`config.mk`:
```
export PLATFORM = sky130hd
export DESIGN_NAME = instruction_loader_flat
export DESIGN_NICKNAME = d
export VERILOG_FILES = /design/src/rtl/cpu_defs.sv /design/src/rtl/instruction_loader_if.sv /design/src/rtl/byte_packer.sv /design/src/rtl/instruction_loader.sv /design/src/flat_wrapper.sv
export SDC_FILE = /design/constraint.sdc
export NUM_CORES = 1
export LEC_CHECK = 0
export ABC_AREA = 1
export CAP_MARGIN = 5
export CORE_ASPECT_RATIO = 1.75
export CORE_MARGIN = 8
export CORE_UTILIZATION = 40
export CTS_CLUSTER_DIAMETER = 80
export CTS_CLUSTER_SIZE = 8
export DETAILED_ROUTE_END_ITERATION = 10
export DONT_BUFFER_PORTS = 1
export PLACE_DENSITY = 0.59
export SLEW_MARGIN = 20
export SYNTH_ARGS = -nofsm -noshare
export SYNTH_HDL_FRONTEND = slang
export SYNTH_SLANG_ARGS = --single-unit
```
`constraint.sdc`:
```
create_clock -name clk -period 2.16 [get_ports clk]
set_input_delay 0.432 -clock clk [delete_from_list [all_inputs] [get_ports clk]]
set_output_delay 0.432 -clock clk [all_outputs]
set_load 0.02 [all_outputs]
```
`src/rtl/cpu_defs.sv`:
```
// cpu_defs: shared loader state encoding, default geometry and header decode.
package cpu_defs;
  localparam int DEPTH_DEFAULT = 256;
  localparam logic [31:0] BASE_ADDR_DEFAULT = 32'h0;
  typedef enum logic [2:0] {IDLE, HEADER, DATA, CHECK, DONE, ERROR} state_t;
  function automatic logic [8:0] word_count(input logic [7:0] n);
    return n == 8'd0 ? 9'd256 : {1'b0, n};
  endfunction
endpackage

```
`src/rtl/instruction_loader_if.sv`:
```
// instruction_loader_if: program byte stream plus instruction-memory write port.
interface instruction_loader_if;
  logic [7:0] byte_in;
  logic byte_valid, byte_ready, wr_en;
  logic [31:0] wr_address, wr_data;
  modport master(input byte_in, byte_valid, output byte_ready, wr_en, wr_address, wr_data);
  modport slave(output byte_in, byte_valid, input byte_ready, wr_en, wr_address, wr_data);
endinterface

```
`src/rtl/byte_packer.sv`:
```
// byte_packer: shifts little-endian bytes into a 32-bit word and flags the 4th byte.
module byte_packer (
  input  logic        clk,
  input  logic        rst,
  input  logic        clr,
  input  logic        en,
  input  logic [7:0]  byte_in,
  output logic [31:0] word_next,
  output logic        complete
);
  logic [23:0] word;
  logic [1:0] cnt;
  assign word_next = {byte_in, word};
  assign complete = en && cnt == 2'd3;
  always_ff @(posedge clk or negedge rst)
    if (!rst) begin
      word <= '0;
      cnt <= '0;
    end else if (clr) begin
      word <= '0;
      cnt <= '0;
    end else if (en) begin
      word <= word_next[31:8];
      cnt <= cnt + 2'd1;
    end
endmodule

```
`src/rtl/instruction_loader.sv`:
```
// instruction_loader: receives a framed program, writes it word by word and releases the CPU on a good checksum.
module instruction_loader import cpu_defs::*; #(
  parameter int          DEPTH     = DEPTH_DEFAULT,
  parameter logic [31:0] BASE_ADDR = BASE_ADDR_DEFAULT
) (
  input  logic clk,
  input  logic rst,
  input  logic start,
  instruction_loader_if.master bus,
  output logic cpu_hold,
  output logic done,
  output logic error
);
  state_t state, state_nxt;
  logic [8:0] n_words, k;
  logic [7:0] csum;
  logic [31:0] word_next;
  logic accept, clr, complete;
  assign accept = bus.byte_valid && bus.byte_ready;
  assign clr = start && (state == IDLE || state == DONE || state == ERROR);
  byte_packer u_packer (
    .clk(clk), .rst(rst), .clr(clr), .en(accept && state == DATA),
    .byte_in(bus.byte_in), .word_next(word_next), .complete(complete)
  );
  always_comb begin
    state_nxt = state;
    bus.byte_ready = state == HEADER || state == DATA || state == CHECK;
    cpu_hold = state != DONE;
    done = state == DONE;
    error = state == ERROR;
    if (clr) state_nxt = HEADER;
    else if (accept)
      state_nxt = state == HEADER ? (int'(word_count(bus.byte_in)) > DEPTH ? ERROR : DATA)
                : state == DATA   ? (complete && k + 9'd1 == n_words ? CHECK : DATA)
                : (bus.byte_in == csum ? DONE : ERROR);
  end
  // The write port registers the completed word so it holds steady between pulses.
  always_ff @(posedge clk or negedge rst)
    if (!rst) begin
      state <= IDLE;
      n_words <= '0;
      k <= '0;
      csum <= '0;
      bus.wr_en <= 1'b0;
      bus.wr_address <= BASE_ADDR;
      bus.wr_data <= '0;
    end else begin
      state <= state_nxt;
      bus.wr_en <= complete;
      if (clr) begin
        n_words <= '0;
        k <= '0;
        csum <= '0;
      end
      if (accept && state == HEADER) n_words <= word_count(bus.byte_in);
      if (accept && state == DATA) csum <= csum ^ bus.byte_in;
      if (complete) begin
        k <= k + 9'd1;
        bus.wr_address <= BASE_ADDR + {21'd0, k, 2'b00};
        bus.wr_data <= word_next;
      end
    end
endmodule
```
`src/flat_wrapper.sv`:
```
// flat-port wrapper written by rule: the top's interface ports become plain ports
module instruction_loader_flat import cpu_defs::*;
#(
  parameter int          DEPTH     = DEPTH_DEFAULT,
  parameter logic [31:0] BASE_ADDR = BASE_ADDR_DEFAULT
)
  (clk, rst, start, cpu_hold, done, error, bus_byte_in, bus_byte_valid, bus_byte_ready, bus_wr_en, bus_wr_address, bus_wr_data);
  instruction_loader_if bus_i ();
  input  logic clk;
  input  logic rst;
  input  logic start;
  output logic cpu_hold;
  output logic done;
  output logic error;
  input wire logic [$bits(bus_i.byte_in)-1:0] bus_byte_in;
  input wire logic [$bits(bus_i.byte_valid)-1:0] bus_byte_valid;
  output wire logic [$bits(bus_i.byte_ready)-1:0] bus_byte_ready;
  output wire logic [$bits(bus_i.wr_en)-1:0] bus_wr_en;
  output wire logic [$bits(bus_i.wr_address)-1:0] bus_wr_address;
  output wire logic [$bits(bus_i.wr_data)-1:0] bus_wr_data;
  assign bus_i.byte_in = bus_byte_in;
  assign bus_i.byte_valid = bus_byte_valid;
  assign bus_byte_ready = bus_i.byte_ready;
  assign bus_wr_en = bus_i.wr_en;
  assign bus_wr_address = bus_i.wr_address;
  assign bus_wr_data = bus_i.wr_data;
  instruction_loader #(.DEPTH(DEPTH), .BASE_ADDR(BASE_ADDR)) u_core (.clk(clk), .rst(rst), .start(start), .bus(bus_i), .cpu_hold(cpu_hold), .done(done), .error(error));
endmodule
```
==> flow_summary.json <==
{
  "root_buffer": "clkbuf_16",
  "cpMaxStageDelayCell": "dfrtp_1",
  "p_sw_uw": 2430,
  "synth-simple-area-share_pct": 15.3,
  "fp.dieW_um": 94.1,
  "end_kind": "output port",
  "post-route-util_pct": 43.1,
  "timing.critical_path.max_delay_family": "simple AND/OR/NAND/NOR gates",
  "whs_ns": -0.228,
  "critical_path_peak_fanout": 4,
  "grt_pass1_vias": 2968,
  "ys_warn_count": 0,
  "fin_crit_ns": 1.97,
  "failed_checks": "hold timing",
  "cts_setup_buffers": 0,
  "vias": 3050,
  "synth_commonest_cells": "dfrtp_1 (97), nand2_1 (96), inv_1 (54)",
  "chipHeight_um": 153,
  "intPower_uw": 3770,
  "crit_buf_inv": 1,
  "first_pass_iters": 4,
  "dp_hpwl_um": 7240,
  "synth-seq-cells": 97,
  "drc": 0,
  "routed_wl_um": 10100,
  "hold_viol": 97,
  "wl_per_cell_um": 17.0,
  "seqPwrFrac_pct": 50.0,
  "swShare_pct": 39.2,
  "core_area_sq_um": 10600,
  "cp-start-kind": "flop",
  "maxSlewViolCount": 0,
  "num_io_pins": 81,
  "hold_path_class": "in -> async",
  "fin_crit_sh_pct": 91.3,
  "htreeDepth": 3,
  "synth_xor_area_share_pct": 1.85,
  "syn2layout_area_growth_pct": 6.74,
  "cp.arrival_ns": 1.54,
  "grt_antenna_before_repair": 0,
  "cts_resized": 0,
  "grt_max_degree": 98,
  "rsz0062_at_grt": "no",
  "worstReg2RegStart": "u_core.state[2]",
  "r2r_slack_ns": 0.49,
  "rr_worst_depth": 7,
  "clkSinkCount": 97,
  "r2r_end": "u_core.u_packer.word[16]",
  "overflow": 0,
  "gp_congestion": 0.862,
  "comb_power_share_pct": 25.4,
  "path_clk_slew_ns": 0.07,
  "synth.area.top_cells": "dfrtp_1 (57%), nand2_1 (8.4%), o21ai_0 (6.0%)",
  "die_area_sq_um": 14400,
  "synth-compound-area-share_pct": 13.0,
  "drt-initial-drc-count": 182,
  "start_util_pct": 40.4,
  "grt_usage_pct": 14.5,
  "ys_seq_area_share_pct": 56.9,
  "synth_top_family_by_area": "simple AND/OR/NAND/NOR gates",
  "critPathKind": "reg -> out",
  "clk_path_buf_depth": 2,
  "diodes": 0,
  "finalSetupViolations": 0,
  "cp.depth": 3,
  "synth_flop_cell": "dfrtp_1",
  "pwr-share-clk_pct": 24.6,
  "synth_area_sq_um": 4270,
  "outcome": "finished with violations",
  "syn_inst": 456,
  "syn_avg_cell_area_sq_um": 9.36,
  "fin_ws_ns": 0.189,
  "placed_cells": 577,
  "cts_tree": "yes",
  "ant_nets": 0,
  "p_per_area_nw_per_um2": 1360,
  "synthDominantCellAreaShare_pct": 56.9,
  "slowest_delay_ns": 0.45,
  "pre_cts_slack_ns": 0.500,
  "crit_chain": "nor2_1 > nand2_1 > inv_1",
  "synthAdderAreaFrac_pct": 0.587,
  "muxShareOfSynthArea_pct": 0,
  "irDropWorstVdd_v": 0.000555,
  "grt_pass1_wl_um": 16000,
  "cap_viol_max_count": 0,
  "yosys.area.top_type": "dfrtp_1",
  "synth_most_common_cell": "dfrtp_1",
  "clock_latency_ns": 0.35,
  "final_cells": 593,
  "portBuffers": 0,
  "leakage_uw": 0.00217,
  "numCtsBuffers": 9,
  "routed_via_density": 5.14,
  "fin_tns_setup_ns": 0,
  "fmax_mhz": 507,
  "synth_cell_types": 30,
  "synth-edff-count": 0,
  "core.rowCount": 50,
  "num-nets-final": 472,
  "skew_ns": 0.00912,
  "async_reset_ff_share_pct": 100,
  "drive_gt1_share_pct": 7.99,
  "cp_data_required_time_ns": 1.73
}
worst max path at each step:
| stage | from | slack [ns] | endpoint |
|---|---|---|---|
| 5_1_grt | u_core.state[0] | 0.09 | done |
| 3_3_place_gp | u_core.state[2] | 0.53 | u_core.bus.wr_address[2] |
| 2_1_floorplan | u_core.state[0] | 0.64 | u_core.u_packer.word[20] |
| 3_5_place_dp | u_core.state[2] | 0.50 | u_core.u_packer.word[18] |
| 4_1_cts | u_core.state[0] | 0.17 | done |
| 6_report | u_core.state[0] | 0.19 | done |
flip-flops by register name (all words and copies together), names as in the netlist:
signal	flops
u_core.bus.wr_data	32
u_core.u_packer.word	24
u_core.bus.wr_address	9
u_core.k	9
u_core.n_words	9
u_core.csum	8
u_core.state	3
u_core.u_packer.cnt	2
u_core.bus.wr_en	1
kinds of logic after synthesis:
family | count (synthesis)
compound gates | 97
flops | 97
other cells | 1
xor+xnor | 9
simple gates | 152
buf+inv | 98
fa+ha+maj | 2
power groups by stage:
| stage | registers, uW | clock network, uW | logic (uW) |
|---|---|---|---|
| final | 3100 | 1530 | 1580 |
| after global routing | 3170 | 1650 | 1790 |
| after CTS | 3110 | 1570 | 1590 |
| after detailed placement | 3150 | 0 | 1580 |
| after global placement | 3130 | 0 | 1550 |
| after floorplan | 3010 | 0 | 1300 |
area by class of cell:
class | instances | area (sq um)
fillers | 1015 | 6020
flip-flops and latches | 97 | 2430
multi-input cells | 283 | 1400
clock buffers | 9 | 225
inverters | 58 | 218
well taps | 130 | 163
repair buffers | 9 | 67.6
clock inverters | 7 | 56.3
routing by layer:
| metal | share of wire, % | GRT usage (%) | vias to the layer above |
|---|---|---|---|
| li1 | - | - | 1450 |
| met1 | 38 | 16.0 | 1493 |
| met2 | 52 | 23.9 | 88 |
| met3 | 7.1 | 4.69 | 19 |
| met4 | 2.9 | 7.60 | 0 |
| met5 | 0 | 0 | - |
stage by stage:
step	hold slack (ns)	total power [uW]	cell area, sq um
final	-0.228	6200	4550
after global routing	-0.257	6610	4550
after CTS	-0.246	6280	4550
after detailed placement	0.139	4730	4270
after global placement	0.139	4670	4270
after floorplan	0.136	4310	4350
cell usage in the layout, fill, tap and decap left out, types with 2 or more instances in the layout:
cell        n
nor3_1      2
nand4_1     3
conb_1     23
o22ai_2     2
inv_6       5
nor2_1     15
clkbuf_16   9
o21a_1      2
o22ai_1    34
xor2_1      4
inv_1      54
o21ai_0    51
inv_2       4
xnor2_1     5
dfrtp_1    97
a21oi_1     3
buf_4       9
o21ai_1     3
nand2_1    96
nand3_1    30
ha_1        2
worst register-to-register path, cell delays in order, from the launching register on:
cell and delay, ns:
dfrtp_1 0.43, inv_2 0.10, nand3_2 0.11, nor2_4 0.24, inv_2 0.17, nand2_1 0.11, buf_4 0.27, o22ai_1 0.12
No activity file was read; power rests on OpenSTA's default activity.
